File: src/rtl/clk_div_pkg.sv
// clk_div_pkg: shared types and constants for the programmable clock divider.
//   - div_state_e : divider FSM state (IDLE, RUN, PEND)
//   - CNT_W       : default width of the ratio and period counter
//   - DEFAULT_DIV : default ratio loaded at reset
//   - MIN_DIV     : smallest legal divide ratio
//   - high_len()  : length of the clk_out high phase for a given ratio
package clk_div_pkg;

    localparam int unsigned CNT_W       = 8;
    localparam int unsigned DEFAULT_DIV = 2;
    localparam int unsigned MIN_DIV     = 2;

    typedef enum logic [1:0] {
        IDLE = 2'd0,
        RUN  = 2'd1,
        PEND = 2'd2
    } div_state_e;

    // High phase is ceil(N/2), so odd ratios get the extra cycle in the high phase.
    // Computed at 32 bits so N = 2^CNT_W - 1 cannot overflow.
    function automatic int unsigned high_len(input int unsigned n);
        return (n + 32'd1) >> 1;
    endfunction

endpackage

File: src/rtl/clk_div_phase_cnt.sv
// clk_div_phase_cnt: period counter and divided-clock generation.
//   clk      in   source clock
//   rst      in   asynchronous active-high reset
//   run      in   divider is running in the next cycle
//   ratio    in   divide ratio N in use (only changes while cnt wraps to 0)
//   clk_out  out  registered divided clock, equals (cnt < ceil(N/2))
//   clk_en   out  registered strobe, high in cycles where cnt == 0 while running
//   last_cyc out  current cycle is the final cycle of a period (cnt == N-1)
module clk_div_phase_cnt #(
    parameter int unsigned CNT_W = 8
) (
    input  logic             clk,
    input  logic             rst,
    input  logic             run,
    input  logic [CNT_W-1:0] ratio,
    output logic             clk_out,
    output logic             clk_en,
    output logic             last_cyc
);
    import clk_div_pkg::*;

    logic             active_q;
    logic [CNT_W-1:0] cnt_q;
    logic [CNT_W-1:0] cnt_d;
    logic             clk_out_q;
    logic             clk_en_q;
    logic             clk_out_d;
    logic             clk_en_d;

    assign last_cyc = active_q && (cnt_q == (ratio - CNT_W'(1)));

    // A fresh start (from idle) or a period wrap both restart at 0; the high phase
    // is evaluated on the next count so clk_out always matches its own cycle's cnt.
    always_comb begin
        cnt_d     = '0;
        clk_out_d = 1'b0;
        clk_en_d  = 1'b0;
        if (run) begin
            if (active_q && !last_cyc) begin
                cnt_d = cnt_q + CNT_W'(1);
            end
            clk_out_d = 32'(cnt_d) < high_len(32'(ratio));
            clk_en_d  = (cnt_d == '0);
        end
    end

    always_ff @(posedge clk or posedge rst) begin
        if (rst) begin
            active_q  <= 1'b0;
            cnt_q     <= '0;
            clk_out_q <= 1'b0;
            clk_en_q  <= 1'b0;
        end else begin
            active_q  <= run;
            cnt_q     <= cnt_d;
            clk_out_q <= clk_out_d;
            clk_en_q  <= clk_en_d;
        end
    end

    assign clk_out = clk_out_q;
    assign clk_en  = clk_en_q;

endmodule

File: src/rtl/clk_div_prog.sv
// clk_div_prog: programmable integer clock divider with a safe ratio-change handshake.
//   clk        in   source clock
//   rst        in   asynchronous active-high reset
//   enable     in   run request for the divided clock
//   div_valid  in   new ratio offered
//   div_ratio  in   requested divide ratio N
//   div_ready  out  ratio can be accepted this cycle (only combinational output)
//   div_done   out  one-cycle pulse: accepted ratio now active
//   div_err    out  one-cycle pulse: illegal ratio (N < 2) rejected
//   clk_out    out  registered divided clock
//   clk_en     out  one-cycle pulse at the start of each clk_out period
//   busy       out  divider running (RUN or PEND)
//   cur_ratio  out  ratio currently in use
module clk_div_prog #(
    parameter int unsigned CNT_W       = clk_div_pkg::CNT_W,
    parameter int unsigned DEFAULT_DIV = clk_div_pkg::DEFAULT_DIV
) (
    input  logic             clk,
    input  logic             rst,
    input  logic             enable,
    input  logic             div_valid,
    input  logic [CNT_W-1:0] div_ratio,
    output logic             div_ready,
    output logic             div_done,
    output logic             div_err,
    output logic             clk_out,
    output logic             clk_en,
    output logic             busy,
    output logic [CNT_W-1:0] cur_ratio
);
    import clk_div_pkg::*;

    div_state_e       state_q;
    logic [CNT_W-1:0] cur_q;
    logic [CNT_W-1:0] pend_q;
    logic             done_q;
    logic             err_q;
    logic             busy_q;

    logic             accept;
    logic             legal;
    logic             last_cyc;
    logic             run_next;

    assign div_ready = (state_q != PEND);
    assign accept    = div_valid && div_ready;
    assign legal     = 32'(div_ratio) >= MIN_DIV;

    // Stop/continue is only decided at a period boundary (or while idle), so a
    // dropped enable always lets the current period finish.
    assign run_next = ((state_q == IDLE) || last_cyc) ? enable : 1'b1;

    always_ff @(posedge clk or posedge rst) begin
        if (rst) begin
            state_q <= IDLE;
            cur_q   <= CNT_W'(DEFAULT_DIV);
            pend_q  <= '0;
            done_q  <= 1'b0;
            err_q   <= 1'b0;
            busy_q  <= 1'b0;
        end else begin
            done_q <= 1'b0;
            err_q  <= accept && !legal;
            busy_q <= run_next;
            unique case (state_q)
                IDLE: begin
                    if (accept && legal) begin
                        cur_q  <= div_ratio;
                        done_q <= 1'b1;
                    end
                    if (enable) begin
                        state_q <= RUN;
                    end
                end
                RUN: begin
                    if (last_cyc) begin
                        // Accept on the boundary cycle applies directly, no PEND stay.
                        if (accept && legal) begin
                            cur_q  <= div_ratio;
                            done_q <= 1'b1;
                        end
                        state_q <= enable ? RUN : IDLE;
                    end else if (accept && legal) begin
                        pend_q  <= div_ratio;
                        state_q <= PEND;
                    end
                end
                PEND: begin
                    if (last_cyc) begin
                        cur_q   <= pend_q;
                        pend_q  <= '0;
                        done_q  <= 1'b1;
                        state_q <= enable ? RUN : IDLE;
                    end
                end
                default: state_q <= IDLE;
            endcase
        end
    end

    clk_div_phase_cnt #(
        .CNT_W (CNT_W)
    ) u_phase_cnt (
        .clk      (clk),
        .rst      (rst),
        .run      (run_next),
        .ratio    (cur_q),
        .clk_out  (clk_out),
        .clk_en   (clk_en),
        .last_cyc (last_cyc)
    );

    assign div_done  = done_q;
    assign div_err   = err_q;
    assign busy      = busy_q;
    assign cur_ratio = cur_q;

endmodule

File: config.mk
export PLATFORM = sky130hd
export DESIGN_NAME = clk_div_prog
export DESIGN_NICKNAME = d
export VERILOG_FILES = /design/src/rtl/clk_div_pkg.sv /design/src/rtl/clk_div_phase_cnt.sv /design/src/rtl/clk_div_prog.sv
export SDC_FILE = /design/constraint.sdc
export NUM_CORES = 1
export LEC_CHECK = 0
export CAP_MARGIN = 5
export CORE_ASPECT_RATIO = 2
export CORE_UTILIZATION = 60
export DETAILED_ROUTE_END_ITERATION = 8
export PLACE_DENSITY = 0.85
export SYNTH_ARGS = -nofsm -noshare
export SYNTH_HDL_FRONTEND = slang
export SYNTH_SLANG_ARGS = --single-unit
export TNS_END_PERCENT = 5
File: constraint.sdc
create_clock -name clk -period 9.14 [get_ports clk]
set_clock_uncertainty 0.15 [all_clocks]
set_input_delay 1.828 -clock clk [delete_from_list [all_inputs] [get_ports clk]]
set_output_delay 1.828 -clock clk [all_outputs]
set_load 0.1 [all_outputs]
Yosys cells after proc, flatten, opt, wreduce, memory -nomap -nowiden
Index checks and enable logic that the tools add are counted.
{ "word_totals": {"regBits": 31, "elab_cells": 63} }
{ "classes": {"addsub": 3, "order_cmp": 2, "eq_ne": 10, "muxes": 24, "reduce_logical": 15} }
{ "op_table": {"columns": ["op", "n"], "rows": [
  ["$mux 8", 9],
  ["$lt 8x31->1", 1],
  ["$pmux 8 s3", 1],
  ["$pmux 8 s2", 1],
  ["$ne 2x2->1 const B", 6],
  ["$add 8x1->9 const B", 1],
  ["$add 8x1->8 const B", 1],
  ["$eq 8x8->1", 1],
  ["$ge 8x2->1 const B", 1],
  ["$logic_not 8->1", 1],
  ["$mux 2", 4],
  ["$sub 8x1->8 const B", 1],
  ["$mux 1", 7],
  ["$pmux 2 s3", 1],
  ["$reduce_and 3->1", 2],
  ["$logic_and 1x1->1", 5],
  ["$reduce_and 4->1", 1],
  ["$ne 3x3->1 const B", 1],
  ["$pmux 1 s3", 1],
  ["$reduce_bool 3->1", 1],
  ["$eq 2x1->1 const B", 1],
  ["$eq 2x2->1 const B", 1],
  ["$logic_not 1->1", 2],
  ["$logic_not 2->1", 1],
  ["2 further kinds", 2]
]} }

Longest topological paths before layout
Gate-level depths: netlist of the first run.
{ "depth": {"depth_word": 9, "ltp_mapped": 15, "mapped_depth_nobuf": 15} }

By module
Synthesis of the first run repeated with hierarchy kept, for this count alone.
{ "unflattened": {"hier_cells": 215, "hier_area_um2": 2213.4} }
{ "by_module_without_submodules": {"columns": ["module", "n_inst", "cells_each", "area_per_inst_um2"], "rows": [
  ["clk_div_phase_cnt", 1, 139, 1228.7],
  ["clk_div_prog", 1, 76, 984.7]
]} }

Worst setup path after synthesis of the first run
OpenSTA, ideal clock, no wires.
{ "synth_timing": {"kind": "register to register", "from": "register cur_q[0], in the netlist cur_ratio[0]", "to": "register u_phase_cnt.clk_out_q, in the netlist u_phase_cnt.clk_out", "t_arrival_ns": 4.053, "required_ns": 8.925, "path_slack_ns": 4.872, "stages_incl_launch_ff": 16, "path_buffers": 0, "path_cell_list": "dfrtp_1 inv_1 ha_1 or3b_4 or4_4 a211oi_2 nand2_2 o21ai_2 nor2_1 ha_1 a21oi_1 nor2b_1 o21ai_0 nand2b_1 a2111oi_0 o221a_2"} }
{ "synth_via": {"elab_chain_cells": 9} }
{ "synth_rtl": {"columns": ["item", "line_no", "rtl"], "rows": [
  ["from (decl)", "clk_div_prog.sv:34", "logic [CNT_W-1:0] cur_q;"],
  ["from (signal assigned)", "clk_div_prog.sv:56", "cur_q <= CNT_W'(DEFAULT_DIV);"],
  ["from (signal assigned)", "clk_div_prog.sv:68", "cur_q <= div_ratio;"],
  ["from (signal assigned)", "clk_div_prog.sv:79", "cur_q <= div_ratio;"],
  ["$sub 8x1->8", "clk_div_phase_cnt.sv:30", "assign last_cyc = active_q && (cnt_q == (ratio - CNT_W'(1)));"],
  ["$eq 8x8->1", "clk_div_phase_cnt.sv:30", null],
  ["$logic_and 1x1->1", "clk_div_phase_cnt.sv:30", null],
  ["$logic_not 1->1", "clk_div_phase_cnt.sv:39", "if (active_q && !last_cyc) begin"],
  ["$logic_and 1x1->1", "clk_div_phase_cnt.sv:39", null],
  ["$mux 8", "clk_div_phase_cnt.sv:39", null],
  ["$mux 8", "clk_div_phase_cnt.sv:38", "if (run) begin"],
  ["$lt 8x31->1", "clk_div_phase_cnt.sv:42", "clk_out_d = 32'(cnt_d) < high_len(32'(ratio));"],
  ["$mux 1 (*)", "clk_div_phase_cnt.sv:38", null],
  ["net u_phase_cnt.clk_out_d", "clk_div_phase_cnt.sv:27", "logic clk_out_d;"],
  ["to (signal assigned)", "clk_div_phase_cnt.sv:56", "clk_out_q <= clk_out_d;"],
  ["to (decl)", "clk_div_phase_cnt.sv:25", "logic clk_out_q;"]
]} }
Mark *: on every way through the listed nets, which the timed path passes. The rest lies on a longest branch. The select of a mux whose other input is x is not followed.
A chain may end at the register's enable or synchronous reset.

Worst setup path in the final report of the first run
{ "layout_timing": {"from": "register state_q[1]", "to": "output div_ready"} }
{ "layout_via": {"elab_chain_cells": 1} }
{ "layout_rtl": {"columns": ["item", "line_no", "rtl"], "rows": [
  ["from (decl)", "clk_div_prog.sv:33", "div_state_e state_q;"],
  ["from (signal assigned)", "clk_div_prog.sv:82", "state_q <= enable ? RUN : IDLE;"],
  ["from (signal assigned)", "clk_div_prog.sv:93", "state_q <= enable ? RUN : IDLE;"],
  ["$ne 2x2->1", "clk_div_prog.sv:45", "assign div_ready = (state_q != PEND);"],
  ["to (decl)", "clk_div_prog.sv:23", "output logic div_ready,"]
]} }
No other way between the ends.

==> summary.txt, run 1 <==
Finish
  • Area of the multi-input gates: 1280 um^2
  • Post-layout net count: 276
  • ANT cells: 0
  • Layout cells sized above 1: 0.141
  • Fillers: 254
  • Register area: 777 um^2
  • Area grow syn2layout: 15.8%

Detailed routing
  • Antenna Nets Post-Route: 0
  • Total iterations of the first detailed-routing run: 4
  • Vias per inst: 6.00
  • Routed WL: roughly 5.5 mm
  • DR DRC count: 0
  • DRT iter0 DRCs: 63
  • Routed len/inst: 18.0 um
  • Vias: 1817

Yosys
  • Seq cells post-synth: 31
  • Async SR Flop Fraction: 1.00
  • Syn Inst Count: 234
  • Simple-gate share of the synthesized area: 0.232
  • Seq/Total Area, Yosys: 0.359
  • Complex-gate fraction of the synthesized area: 0.145
  • Yosys warning total: 0
  • Top cells by area, synth: dfrtp_1, nor2_1, ha_1
  • Post-Synth XOR/XNOR Area: 0.0849
  • Avg Cell Area, Syn: approximately 9.3 um^2
  • Area leader, netlist: dfrtp_1
  • Largest family of logic cells by synthesized area: simple AND/OR/NAND/NOR gates
  • Synth unique cells: 48
  • Cell Area, Synth: 2170 um^2
  • Post-synth top flop: dfrtp_1
  • Post-synth EDFFs: 0
  • Mux contribution to synthesized area: 0.0693
  • Synth cell count leaders: nor2_1, dfrtp_1, nand2_1
  • Yosys top cell area share: 0.346
  • Post-synthesis adder-cell area fraction: 0.0577
  • Count leader, synth: nor2_1
  • Post-synth net total: 256

Clocking
  • Quantity of hold-fixing buffers added after cts: 0
  • Clock tree buffer depth: 2
  • Worst skew pair latency: about 290 ps
  • Root Buffer: clkbuf_8
  • TritonCTS clock tree: yes
  • CTS Sinks: 31
  • CTS H-tree lvls: 2
  • Clk pin slew, worst setup/hold paths: 60 ps
  • TritonCTS Buffers: 5
  • Postcts setup bufs: 0
  • Resized Gates After CTS: 0

GRT
  • Vias in the first global route: 1882
  • Largest net degree at the start of global routing: 32
  • First-pass GRT wire length: ~8.9 mm
  • Initial antenna violation count: 0
  • Total Routing Usage GR: 0.321
  • Grt total ovfl: 0

Floorplan
  • Num rows: 30
  • Die area: 3870 um^2
  • Chip height: 87.0 um
  • Core box area: 3420 um^2
  • Die X: 44.5 um
  • I/O Pins: 26
  • Initial Util: 0.634

Min path
  • Worst min-delay path endpoint: pend_q[7]
  • Worst Hold Depth: 1
  • Hold Path Class: flop to flop
  • Hold_sp: pend_q[7]

Timing
  • Fmax: between 0.2 and 0.25 GHz
  • RSZ-0062 raised after global routing: no
  • Rel. slew slack: 0.345
  • Worst slew pin tran: 979 ps
  • Clock period minus worst slack: 4920 ps
  • Final setup viols: 0
  • Final slew viol count: 0
  • Crit share post-route: 0.538
  • Fin. Hold Viols: 0
  • Setup TNS: 0 ps

Critical path
  • Worst EP arrival: 2940 ps
  • Worst flop-to-flop path startpoint: cur_ratio[0]
  • Worst r2r dst: u_phase_cnt.clk_out
  • Worst EP required: 7160 ps
  • Cell chain of the critical path: nor2b_1 > inv_1 > clkdlybuf4s50_1
  • Worst setup path class: flop to output port
  • Worst reg-to-reg path cell count: 15
  • Slowest stage cell, crit path: clkdlybuf4s50_1
  • Max incr delay on CP: about 1000 ps
  • Critical Path Start Type: flop
  • Crit end category: output port
  • Worst Path Max Fanout: 13
  • R2R Setup Slk: between 4000 and 5000 ps

Run
  • Max Cap Viol: 0

Place
  • Detailed Place HPWL: 4.21 mm
  • Port Buf Inserts: 25
  • Routability Congestion: 0.940

Outcome
  • Status: finished clean
==> layout make-up <==
type | count | share of cell area
multi-input cells | 180 | 0.509
flip-flops and latches | 31 | 0.310
repair buffers | 26 | 0.103
clock buffers | 8 | 0.0399
well taps | 48 | 0.0239
inverters | 10 | 0.0150
==> per-layer routing <==
metal / vias to the layer above / global-route usage / routed length (um) / share of wire
met5: - / 0 / 0 / 0
met4: 0 / 0.204 / 367 / 0.067
met3: 27 / 0.0539 / 148 / 0.027
met2: 54 / 0.610 / 3170 / 0.58
met1: 869 / 0.290 / 1770 / 0.32
li1: 867 / - / - / -
==> worst max-delay path: cells and delay by family (launching register included) <==
kind / cells / cell delay [ps]
buffers and inverters: 2 / 1300
and+or+nand+nor: 1 / 790
DFF: 1 / 560
==> sequential cells by signal, summed over array words and instances, names as in the netlist <==
signal / cells
cur_ratio: 8
pend_q: 8
u_phase_cnt.cnt_q: 8
state_q: 2
div_done: 1
div_err: 1
u_phase_cnt.active_q: 1
u_phase_cnt.clk_en: 1
u_phase_cnt.clk_out: 1
==> cell usage in the layout, fill, tap and decap left out, drive strengths merged, types with 3 or more instances in the layout <==
master	count
xor2	10
ha	10
clkdlybuf4s50	25
or4	6
xnor2	11
o211ai	3
o221a	9
nand3b	3
nor3	4
clkbuf	8
mux2i	6
a21oi	6
nand2	18
inv	10
o21ai	12
nand3	11
or2	3
mux2	6
nor2b	3
or3b	3
dfrtp	30
nor2	35
==> metrics by stage <==
| step | std cells | instance area [um^2] | hold WS (ps) | setup WS, ps | utilization |
|---|---|---|---|---|---|
| 3_3_place_gp | 295 | 2410 | 384 | 4650 | 0.705 |
| 2_1_floorplan | 234 | 2170 | 358 | 4870 | - |
| 5_1_grt | 303 | 2510 | 423 | 4050 | 0.735 |
| 4_1_cts | 303 | 2510 | 406 | 4240 | 0.735 |
| 3_5_place_dp | 295 | 2410 | 389 | 4580 | 0.705 |
| 6_report | 303 | 2510 | 414 | 4220 | 0.735 |
==> worst max path at each step <==
stage,to,from
4_1_cts,div_ready,state_q[1]
2_1_floorplan,u_phase_cnt.clk_out,cur_ratio[0]
3_3_place_gp,div_ready,state_q[1]
5_1_grt,div_ready,state_q[1]
6_report,div_ready,state_q[1]
3_5_place_dp,div_ready,state_q[1]
==> logic make-up (layout without fill, tap and decap cells) <==
family,after synthesis,count (layout)
AOI/OAI and AO/OA,42,42
buffers and inverters,23,44
muxes,12,12
xor gates and xnor gates,21,21
DFF,31,31
and+or+nand+nor,95,95
adders and majority gates,10,10
Power of run 1 is left out: the tool's default activity adds up to more than one toggle a clock period on the data nets, which glitch-free logic cannot reach.
==> run 2, diff against run 1 <==
--- a/config.mk
+++ b/config.mk
@@ -7,9 +7,9 @@
 export LEC_CHECK = 0
 export CAP_MARGIN = 5
 export CORE_ASPECT_RATIO = 2
-export CORE_UTILIZATION = 60
+export CORE_UTILIZATION = 50
 export DETAILED_ROUTE_END_ITERATION = 8
-export PLACE_DENSITY = 0.85
+export PLACE_DENSITY = 0.76
 export SYNTH_ARGS = -nofsm -noshare
 export SYNTH_HDL_FRONTEND = slang
 export SYNTH_SLANG_ARGS = --single-unit
==> constraint.sdc (replaced) <==
create_clock -name clk -period 4.5 [get_ports clk]
set_clock_uncertainty 0.15 [all_clocks]
set_input_delay 0.9 -clock clk [delete_from_list [all_inputs] [get_ports clk]]
set_output_delay 0.9 -clock clk [all_outputs]
set_load 0.1 [all_outputs]
==> run 2 against run 1 <==
  * Global-route usage down 7.2 points
  * Die area rose by 19%
  * Routed wire length fell by 8.5%
  * Final area is 0.55% higher
  * Worst setup slack worse by 3800 ps
  * Via count down 4.3%
  * Non-clock buffer count is 1 higher
  * Clock-buffer cell count down 1
  * Critical path depth is 12 higher
  * Highest routed layer unchanged
  * Flip-flop and latch count unchanged
==> summary.txt, run 2 (synthesis gave the netlist of run 1 again) <==
Finish
  • Area grow syn2layout: 16.5% (was 15.8%)
  • Layout cells sized above 1: 0.152 (was 0.141)
  • Register area: 777 um^2 (unchanged)
  • Commonest non-fill, non-tap cell in the layout: nor2_1 (unchanged)
  • ANT cells: 0 (unchanged)
  • Commonest non-fill, non-tap cells in the layout: nor2_1, dfrtp_1, clkdlybuf4s50_1, nand2_1 (unchanged)
  • Fillers: 374 (was 254)
  • Area of the multi-input gates: 1280 um^2 (unchanged)
  • Post-layout net count: 277 (was 276)

Timing
  • Crit share post-route: 0.917
  • Fin. Hold Viols: 0 (unchanged)
  • Setup TNS: 0 ps (unchanged)
  • Clock period minus worst slack: around 4100 ps
  • Final slew viol count: 0 (unchanged)
  • Worst slew pin tran: 975 ps (was 979 ps)
  • Final setup viols: 0 (unchanged)
  • Fmax: 0.242 GHz
  • RSZ-0062 raised after global routing: no (unchanged)
  • Rel. slew slack: 0.348 (was 0.345)

Detailed routing
  • DR DRC count: 0 (unchanged)
  • Vias per inst: 5.65 (was 6.00)
  • Total iterations of the first detailed-routing run: 4 (unchanged)
  • Routed WL: 5.00 mm (was 5.46 mm)
  • Antenna Nets Post-Route: 0 (unchanged)
  • Vias: 1739 (was 1817)
  • DRT iter0 DRCs: 19 (was 63)
  • Routed len/inst: 16.2 um (was 18.0 um)

Floorplan
  • Chip height: 95.1 um (was 87.0 um)
  • Num rows: 33 (was 30)
  • Initial Util: 0.525 (was 0.634)
  • Core box area: 4130 um^2 (was 3420 um^2)
  • Die area: 4620 um^2 (was 3870 um^2)
  • I/O Pins: 26 (unchanged)
  • Die X: 48.6 um (was 44.5 um)

Place
  • Detailed Place HPWL: 3.84 mm (was 4.21 mm)
  • Port Buf Inserts: 25 (unchanged)
  • Routability Congestion: 0.917 (was 0.940)

Clocking
  • CTS Sinks: 31 (unchanged)
  • CTS H-tree lvls: 2 (unchanged)
  • Postcts setup bufs: 0 (unchanged)
  • Resized Gates After CTS: 0 (unchanged)
  • Worst skew pair latency: 280 ps (was 290 ps)
  • Clock tree buffer depth: 2 (unchanged)
  • Quantity of hold-fixing buffers added after cts: 0 (unchanged)
  • TritonCTS clock tree: yes (unchanged)
  • Root Buffer: clkbuf_8 (unchanged)
  • Clk pin slew, worst setup/hold paths: 70 ps (was 60 ps)
  • TritonCTS Buffers: 5 (unchanged)

GRT
  • Total Routing Usage GR: 0.249 (was 0.321)
  • Grt total ovfl: 0 (unchanged)
  • Initial antenna violation count: 0 (unchanged)
  • Vias in the first global route: 1823 (was 1882)
  • First-pass GRT wire length: 8.64 mm (was 8.88 mm)
  • Largest net degree at the start of global routing: 32 (unchanged)

Critical path
  • Critical Path Start Type: flop (unchanged)
  • Cell chain of the critical path: inv_1 > ha_1 > or3b_4 > or4_4 > a211oi_2 > nand2_2 > o21ai_2 > nor2_1 > ha_1 > a21oi_1 > nor2b_1 > o21ai_0 > nand2b_1 > a2111oi_0 > o221a_2 (was nor2b_1 > inv_1 > clkdlybuf4s50_1)
  • Most frequent CP cell: ha_1
  • Crit path depth: 15 (was 3)
  • Worst Path Buf+Inv: 1 (was 2)
  • Worst setup path class: flop to flop (was flop to output port)
  • Worst EP arrival: 4200 ps (was 2940 ps)
  • CP delay by family, top: compound AO/OA/AOI/OAI gates (was buffers and inverters)
  • Worst reg-to-reg path cell count: 15 (unchanged)
  • Max incr delay on CP: 490 ps (was 1040 ps)
  • Worst Path Max Fanout: 10 (was 13)
  • Crit end category: flop (was output port)
  • Worst EP required: 4570 ps (was 7160 ps)
  • Slowest stage cell, crit path: or4_4 (was clkdlybuf4s50_1)

Min path
  • Hold Path Class: flop to flop (unchanged)
  • Worst Hold Depth: 1 (unchanged)

Outcome
  • Status: finished clean (unchanged)

Run
  • Max Cap Viol: 0 (unchanged)
run 2: cell types whose count changed in the layout (fill, tap and decap cells not counted), sizes merged:
cell           delta
clkdlybuf4s50     -1
clkinvlp          +1
clkbuf            -1
buf               +2
run 2: worst paths after layout:
kind                               from                  end  slack [ps]
min in group asynchronous           rst   u_phase_cnt.clk_en         850
max                        cur_ratio[0]  u_phase_cnt.clk_out         370
min reg2reg                   pend_q[6]            pend_q[6]         410
max in group asynchronous           rst         cur_ratio[1]        3010
max reg2reg                cur_ratio[0]  u_phase_cnt.clk_out         370
min                           pend_q[6]            pend_q[6]         410
run 2: worst register-to-register path: cells and delay by family (launching register included):
kind | cells | cell delay, ps
and+or+nand+nor | 6 | 1250
DFF | 1 | 460
AOI/OAI and AO/OA | 6 | 1540
adders and majority gates | 2 | 540
buffers and inverters | 1 | 130
run 2: per-stage QoR:
stage                     area (um^2)  utilization  worst slack [ps]  std cells  hold WS, ps
after floorplan                  2170            -               232        234          358
after global placement           2420        0.586               527        300          383
after detailed placement         2420        0.586               402        300          393
after CTS                        2520        0.611               365        308          414
after global routing             2520        0.611              83.5        308          440
final                            2520        0.611               374        308          406
run 2: layout make-up:
class | instances | area share
Timing Repair Buffer | 27 | 0.104
Clock inverter | 1 | 0.00297
Clock buffer | 7 | 0.0382
Tap cell | 52 | 0.0258
Inverter | 10 | 0.0149
Multi-Input combinational cell | 180 | 0.506
Sequential cell | 31 | 0.308
run 2: metal layers:
layer  vias to the layer above  track usage  wire length (um)
met3                        19       0.0335                89
met4                         0        0.150               248
met5                         -            0                 0
met1                       813        0.248              1850
met2                        40        0.481              2810
li1                        867            -                 -
Power of run 2 is left out for the same reason.
==> run 3, diff against run 2 <==
--- a/config.mk
+++ b/config.mk
@@ -9,6 +9,8 @@
 export CORE_ASPECT_RATIO = 2
 export CORE_UTILIZATION = 50
 export DETAILED_ROUTE_END_ITERATION = 8
+export GPL_ROUTABILITY_DRIVEN = 1
+export HOLD_SLACK_MARGIN = 0.03
 export PLACE_DENSITY = 0.76
 export SYNTH_ARGS = -nofsm -noshare
 export SYNTH_HDL_FRONTEND = slang
==> results of run 3 <==
Final layout, timing and power as in run 2 (identical DEF).
Power of run 3 is left out for the same reason.
